## src/rtl/cdb_arbiter_pkg.sv

```systemverilog
// Shared CDB types: requester count, tag width and the (label, data) result record.
// Reservation stations and the CDB arbiter both import this package.
package cdb_arbiter_pkg;

  localparam int N_RES_STAT     = 16;
  localparam int N_REQ_CDB      = 3;   // 0 = muldiv, 1 = cal, 2 = ls
  localparam int CDB_FIFO_DEPTH = 2;
  localparam int LABEL_W        = $clog2(N_RES_STAT);
  localparam int DATA_W         = 32;

  typedef struct packed {
    logic [LABEL_W-1:0] label;
    logic [DATA_W-1:0]  data;
  } cdb_req_t;

endpackage

```

## src/rtl/cdb_arbiter_if.sv

```systemverilog
// Common data bus broadcast: one registered (valid, label, data) result per cycle.
interface cdb_arbiter_if;
  import cdb_arbiter_pkg::*;

  logic               valid;
  logic [LABEL_W-1:0] label;
  logic [DATA_W-1:0]  data;

  modport master (output valid, output label, output data);
  modport slave  (input  valid, input  label, input  data);

endinterface

```

## src/rtl/cdb_req_fifo.sv

```systemverilog
// Per-requester result FIFO; flush empties it and discards same-cycle push/pop.
module cdb_req_fifo
  import cdb_arbiter_pkg::*;
#(
  parameter int DEPTH = CDB_FIFO_DEPTH
) (
  input  logic     clk,
  input  logic     rst_n,
  input  logic     flush,
  input  logic     push,
  input  logic     pop,
  input  cdb_req_t din,
  output logic     full,
  output logic     empty,
  output cdb_req_t head
);

  localparam int AW = $clog2(DEPTH);

  logic [AW:0] wr_ptr;
  logic [AW:0] rd_ptr;
  logic        wr_en;
  logic        rd_en;
  cdb_req_t    mem [DEPTH];

  // The extra pointer MSB tells a wrapped (full) writer from an equal (empty) one.
  assign full  = (wr_ptr[AW] != rd_ptr[AW]) && (wr_ptr[AW-1:0] == rd_ptr[AW-1:0]);
  assign empty = (wr_ptr == rd_ptr);
  assign head  = mem[rd_ptr[AW-1:0]];
  assign wr_en = push && !full && !flush;
  assign rd_en = pop && !empty && !flush;

  // NOTE: state flops use <= so every flop samples pre-edge values; = would chain updates within one edge.
  always_ff @(posedge clk or negedge rst_n) begin
    if (!rst_n) begin
      wr_ptr <= '0;
      rd_ptr <= '0;
    end else if (flush) begin
      wr_ptr <= '0;
      rd_ptr <= '0;
    end else begin
      if (wr_en) wr_ptr <= wr_ptr + 1'b1;
      if (rd_en) rd_ptr <= rd_ptr + 1'b1;
    end
  end

  // NOTE: payload storage has no reset; validity lives entirely in the pointers.
  always_ff @(posedge clk) begin
    if (wr_en) mem[wr_ptr[AW-1:0]] <= din;
  end

  a_no_push_when_full : assert property (@(posedge clk) disable iff (!rst_n) !(push && full));

endmodule

```

## src/rtl/cdb_arbiter.sv

```systemverilog
// Round-robin arbiter sharing the common data bus between the functional-unit groups.
// Each requester queues results in a private FIFO; one winner per cycle is registered onto the CDB.
module cdb_arbiter
  import cdb_arbiter_pkg::*;
#(
  parameter int N_REQ      = N_REQ_CDB,
  parameter int FIFO_DEPTH = CDB_FIFO_DEPTH
) (
  input  logic                            clk,
  input  logic                            rst_n,
  input  logic                            flush,
  input  logic [N_REQ-1:0]                req_valid,
  input  logic [N_REQ-1:0][LABEL_W-1:0]   req_label,
  input  logic [N_REQ-1:0][DATA_W-1:0]    req_data,
  output logic [N_REQ-1:0]                req_ready,
  cdb_arbiter_if.master                   cdb
);

  localparam int REQ_W = (N_REQ > 1) ? $clog2(N_REQ) : 1;
  localparam int N_TAG = 1 << LABEL_W;

  logic [N_REQ-1:0] push;
  logic [N_REQ-1:0] pop;
  logic [N_REQ-1:0] full;
  logic [N_REQ-1:0] empty;
  cdb_req_t         fifo_din  [N_REQ];
  cdb_req_t         fifo_head [N_REQ];

  logic [REQ_W-1:0] rr_ptr;
  logic [REQ_W-1:0] rr_next;
  logic [REQ_W-1:0] cand;
  logic [REQ_W-1:0] grant_idx;
  logic             grant_valid;
  cdb_req_t         winner;

  logic [N_TAG-1:0] label_pend;
  logic [N_TAG-1:0] label_pend_next;

  // Ready is a pure decode of the full flag, independent of any same-cycle pop.
  assign req_ready = ~full;

  for (genvar i = 0; i < N_REQ; i++) begin : g_fifo
    assign push[i]     = req_valid[i] && req_ready[i];
    assign pop[i]      = grant_valid && (grant_idx == REQ_W'(i));
    assign fifo_din[i] = cdb_req_t'{label: req_label[i], data: req_data[i]};

    cdb_req_fifo #(.DEPTH(FIFO_DEPTH)) u_fifo (
      .clk   (clk),
      .rst_n (rst_n),
      .flush (flush),
      .push  (push[i]),
      .pop   (pop[i]),
      .din   (fifo_din[i]),
      .full  (full[i]),
      .empty (empty[i]),
      .head  (fifo_head[i])
    );
  end

  // Scan rr_ptr, rr_ptr+1, ... downwards so the closest non-empty FIFO is assigned last and wins.
  // NOTE: every variable gets a default before the loop, otherwise a skipped assignment infers a latch.
  always_comb begin
    grant_valid = 1'b0;
    grant_idx   = '0;
    cand        = '0;
    for (int k = N_REQ - 1; k >= 0; k--) begin
      cand = REQ_W'((int'(rr_ptr) + k) % N_REQ);
      if (!empty[cand]) begin
        grant_valid = 1'b1;
        grant_idx   = cand;
      end
    end
  end

  always_comb begin
    winner = fifo_head[0];
    for (int i = 1; i < N_REQ; i++) begin
      if (grant_idx == REQ_W'(i)) winner = fifo_head[i];
    end
  end

  always_comb begin
    rr_next = rr_ptr;
    if (grant_valid) begin
      rr_next = (grant_idx == REQ_W'(N_REQ - 1)) ? '0 : grant_idx + REQ_W'(1);
    end
  end

  always_ff @(posedge clk or negedge rst_n) begin
    if (!rst_n) begin
      rr_ptr    <= '0;
      cdb.valid <= 1'b0;
      cdb.label <= '0;
      cdb.data  <= '0;
    end else if (flush) begin
      rr_ptr    <= '0;
      cdb.valid <= 1'b0;
    end else begin
      rr_ptr    <= rr_next;
      cdb.valid <= grant_valid;
      if (grant_valid) begin
        cdb.label <= winner.label;
        cdb.data  <= winner.data;
      end
    end
  end

  // A tag may be broadcast again only after it has been pushed again.
  always_comb begin
    label_pend_next = label_pend;
    if (cdb.valid) label_pend_next[cdb.label] = 1'b0;
    for (int i = 0; i < N_REQ; i++) begin
      if (push[i]) label_pend_next[req_label[i]] = 1'b1;
    end
    if (flush) label_pend_next = '0;
  end

  always_ff @(posedge clk or negedge rst_n) begin
    if (!rst_n) label_pend <= '0;
    else        label_pend <= label_pend_next;
  end

  a_no_dup_broadcast : assert property (@(posedge clk) disable iff (!rst_n)
    cdb.valid |-> label_pend[cdb.label]);

endmodule
```

## src/flat_wrapper.sv

```systemverilog
// flat-port wrapper written by rule: the top's interface ports become plain ports
module cdb_arbiter_flat import cdb_arbiter_pkg::*;
#(
  parameter int N_REQ      = N_REQ_CDB,
  parameter int FIFO_DEPTH = CDB_FIFO_DEPTH
)
  (clk, rst_n, flush, req_valid, req_label, req_data, req_ready, cdb_valid, cdb_label, cdb_data);
  cdb_arbiter_if cdb_i ();
  input  logic clk;
  input  logic rst_n;
  input  logic flush;
  input  logic [N_REQ-1:0] req_valid;
  input  logic [N_REQ-1:0][LABEL_W-1:0] req_label;
  input  logic [N_REQ-1:0][DATA_W-1:0] req_data;
  output logic [N_REQ-1:0] req_ready;
  output wire logic [$bits(cdb_i.valid)-1:0] cdb_valid;
  output wire logic [$bits(cdb_i.label)-1:0] cdb_label;
  output wire logic [$bits(cdb_i.data)-1:0] cdb_data;
  assign cdb_valid = cdb_i.valid;
  assign cdb_label = cdb_i.label;
  assign cdb_data = cdb_i.data;
  cdb_arbiter #(.N_REQ(N_REQ), .FIFO_DEPTH(FIFO_DEPTH)) u_core (.clk(clk), .rst_n(rst_n), .flush(flush), .req_valid(req_valid), .req_label(req_label), .req_data(req_data), .req_ready(req_ready), .cdb(cdb_i));
endmodule
```

## config.mk

```make
export PLATFORM = sky130hd
export DESIGN_NAME = cdb_arbiter_flat
export DESIGN_NICKNAME = d
export VERILOG_FILES = /design/src/rtl/cdb_arbiter_pkg.sv /design/src/rtl/cdb_arbiter_if.sv /design/src/rtl/cdb_req_fifo.sv /design/src/rtl/cdb_arbiter.sv /design/src/flat_wrapper.sv
export SDC_FILE = /design/constraint.sdc
export NUM_CORES = 1
export LEC_CHECK = 0
export CORE_ASPECT_RATIO = 0.9
export CORE_UTILIZATION = 55
export DETAILED_ROUTE_END_ITERATION = 10
export GPL_TIMING_DRIVEN = 0
export HOLD_SLACK_MARGIN = 0.05
export PLACE_DENSITY = 0.9
export SYNTH_ARGS = -nofsm -noshare
export SYNTH_HDL_FRONTEND = slang
export SYNTH_SLANG_ARGS = --single-unit
```

## constraint.sdc

```tcl
create_clock -name clk -period 5.56 [get_ports clk]
set_clock_uncertainty 0.1 [all_clocks]
set_input_delay 0.556 -clock clk [delete_from_list [all_inputs] [get_ports clk]]
set_output_delay 0.556 -clock clk [all_outputs]
set_load 0.005 [all_outputs]
```

==> metrics.md <==
| Metric | Value |
|---|---|
| Worst EP required | 5.87 ns |
| Fin crit period | around 3.1 ns |
| Ys Warns | 0 |
| Avg WL per Cell | 22.1 um |
| Number of instances in the placed design | 1095 |
| Slew headroom | 0.410 |
| P&R area growth vs syn | 26.4% |
| Startpoint Class | flop |
| CTS Buf Count | 26 |
| Synth cell types | 48 |
| Int Power | 4.76 mW |
| Reg power frac | 0.368 |
| First-pass GRT wire length | 38800 um |
| Main combinational cell family by area after synthesis | multiplexers |
| Hpwl dp | between 15000 and 20000 um |
| DRC | 0 |
| Max Freq | ~0.32 GHz |
| Number of synthesized flops with an enable pin | 216 |
| Worst R2R Start | u_core.rr_ptr[0] |
| Largest net degree at the start of global routing | 39 |
| Sequential-to-total area share from yosys stat | 0.709 |
| Clk pwr share | 0.226 |
| Row cnt | 48 |
| Chip width | 151 um |
| Skew-Pair Late Insertion Delay | 0.53 ns |
| Power Dens Cells | 521 nW/um2 |
| Final setup violation count | 0 |
| Overflow after GRT | 0 |
| Synth top area share | 0.592 |
| Post-route ant nets | 0 |
| Critical Path End Type | flop |
| Fin. max-slew vios | 0 |
| Io pins | 154 |
| Commonest non-fill, non-tap cell in the layout | edfxtp_1 |
| Arrival time at the worst endpoint | 3.39 ns |
| Clk sinks | 267 |
| Fin Setup TNS | 0 ns |
| Mux cell area share after synthesis | 0.163 |
| Mapped Cells | slightly below 700 |
| Adder-cell share of the synthesized area | 0.00343 |
| Number of synthesized register bits | between 200 and 300 |
| Setup Fix Bufs, Post-CTS | 0 |
| Clock root buffer | clkbuf_16 |
| Via/cell ratio | around 5.8 |
| CTS tree | done |
| Reg2reg end | u_core.cdb.label[2] |
| Fraction of power spent switching nets | 0.340 |
| Number of iterations in the first detailed-routing pass | 7 |
| Outcome | completed |
| CP Max Fanout | 10 |
| Pleak | 5.12 nW |
| Commonest cells after routing, fill and taps aside | 216 x edfxtp_1, 156 x mux2i_1, 152 x clkdlybuf4s50_1, 51 x dfrtp_1, 41 x nand2_1 |
| Die Y | 136 um |
| Post-Synth Simple-Gate Area | 0.0402 |
| Fraction of final layout cells sized beyond drive strength 1 | 0.126 |
| Synth Flop Type | edfxtp_1 |
| Critical path class | flop to flop |
| Net count, final | 991 |
| Synth Area in XOR/XNOR | 0.0183 |
| Final WL | 25300 um |
| Placeable Area | 19300 um2 |
| Mapped Avg Cell Area | 16.3 um2 |
| Tcrit/Tclk final | 0.554 |
| Clock Tree Buf Depth | 3 |
| Initial antenna violation count | 0 |
| Die ar. | 20500 um2 |
| Port buffer count | around 150 |
| Fin. Hold Viols | 0 |
| Synth async-reset ratio | 0.191 |
| CTS H-tree lvls | 1 |
| Area leader, netlist | edfxtp_1 |
| Worst hold margin | around 0.37 ns |
| RePlAce Congestion | 0.813 |
| Cell Area, Synth | 11000 um2 |
| Clock-pin slew on the worst setup and hold paths | ~0.06 ns |
| Total number of vias | around 6.6k |
| Min-Delay Path Class | primary input to async pin |
| RSZ-0062 raised after global routing | no |
| # fillers | 1236 |
| Final cell count without fillers | approximately 1.1k |
| Worst-margin pin slew | 0.881 ns |
| Ant diodes | 0 |
| Reg2Reg Depth | 11 |
| Reg-to-reg slack, setup | about 2.5 ns |
| Peak supply drop | 0.350 mV |
| Net switching power | roughly 2.4 mW |
| Gate power share | 0.406 |
| Max Cap Viol | 0 |
| Top cells by area, synth | edfxtp_1 59%, mux2i_1 14%, dfrtp_1 12% |
| Compound-cell area share of the yosys netlist | 0.0463 |
| Initial cell density of the core | 0.567 |
| 1st-iter DRT viols | between 500 and 600 |
| Syn Nets | 790 |
| Vias in the first global route | 6828 |
| Overall routing resource usage | 0.258 |
-- area by class of cell --
class	instances	area, um2	share of cell area
Buffer	37	206	0.0149
Clock buffer	42	751	0.0542
Clock inverter	6	41.3	0.00298
Inverter	4	15.0	0.00108
Multi-Input combinational cell	365	3000	0.217
Sequential cell	267	7760	0.560
Tap cell	250	313	0.0226
Timing Repair Buffer	173	1760	0.127
-- critical path: stages, from the launching register on --
cell and delay [ns]:
dfrtp_1 0.38, inv_1 0.09, ha_1 0.32, buf_2 0.23, nor4b_2 0.43, a2111oi_2 0.10, o31a_1 0.33, buf_4 0.18
nand2_1 0.13, buf_4 0.24, o22ai_1 0.14, o31ai_1 0.29
-- Yosys cell counts (3+ instances only) --
cell type  instances
nor2b_1           10
nor3b_1            3
a211oi_1          11
mux2_2            20
nand2b_1           4
clkbuf_1          13
xnor2_1            4
nand3_1            6
a21oi_1            6
buf_2              9
mux2i_1          156
inv_1              4
nand2_1           41
o31ai_1           10
dfrtp_1           51
edfxtp_1         216
ha_1               3
o21ai_0            6
o22ai_1           10
o21ai_1           21
buf_4             11
nor2_1            15
nor3_1             4
xor2_1            12
-- cells by family (layout without fill, tap and decap cells) --
| family | count (synthesis) | after routing |
|---|---|---|
| buf+inv | 41 | 262 |
| fa+ha+maj | 3 | 3 |
| simple gates | 91 | 91 |
| flops | 267 | 267 |
| compound gates | 76 | 76 |
| mux | 176 | 176 |
| xor+xnor | 19 | 19 |
-- timing repair --
action	CTS	global route
hold buffers	1	0
hold endpoints to repair	13	0
gates resized for setup	0	0
-- power groups by stage --
| stage | Clock [mW] | Combinational, mW | Sequential (mW) |
|---|---|---|---|
| 2_1_floorplan | 0 | 1.88 | 2.66 |
| 3_3_place_gp | 0 | 2.72 | 2.70 |
| 3_5_place_dp | 0 | 2.88 | 2.69 |
| 4_1_cts | 1.65 | 2.92 | 2.65 |
| 5_1_grt | 1.73 | 3.14 | 2.68 |
| 6_report | 1.63 | 2.93 | 2.65 |
-- per-layer routing --
metal  vias up  track usage  part of all wire
met2       286        0.428              0.49
met4         0       0.0817             0.027
li1       2965            -                 -
met3        53       0.0396             0.062
met5         -            0                 0
met1      3287        0.352              0.42
-- state kept, by name (all words and copies together), names as in the netlist --
register / cells
u_core.g_fifo.u_fifo.mem: 216
u_core.cdb.data: 32
u_core.g_fifo.u_fifo.rd_ptr: 6
u_core.g_fifo.u_fifo.wr_ptr: 6
u_core.cdb.label: 4
u_core.rr_ptr: 2
u_core.cdb.valid: 1
-- metrics by stage --
stage,utilization,setup slack (ns),instance area [um2],total power [mW]
after floorplan,-,1.27,11000,4.54
after global placement,0.662,-1.09,12800,5.42
after detailed placement,0.675,2.57,13000,5.57
after CTS,0.716,2.48,13800,7.22
after global routing,0.716,2.30,13800,7.54
final,0.716,2.48,13800,7.21
-- worst max-delay path by stage --
stage / endpoint / slack, ns / from
final: u_core.cdb.label[2] / 2.48 / u_core.rr_ptr[0]
after global routing: u_core.cdb.label[2] / 2.30 / u_core.rr_ptr[0]
after CTS: u_core.cdb.label[2] / 2.48 / u_core.rr_ptr[0]
after detailed placement: u_core.g_fifo[2].u_fifo.mem[0][7] / 2.57 / flush
after global placement: u_core.g_fifo[1].u_fifo.mem[1][8] / -1.09 / flush
after floorplan: u_core.g_fifo[0].u_fifo.mem[1][0] / 1.27 / u_core.g_fifo[0].u_fifo.rd_ptr[1]
Power figures use the tool's default switching activity.
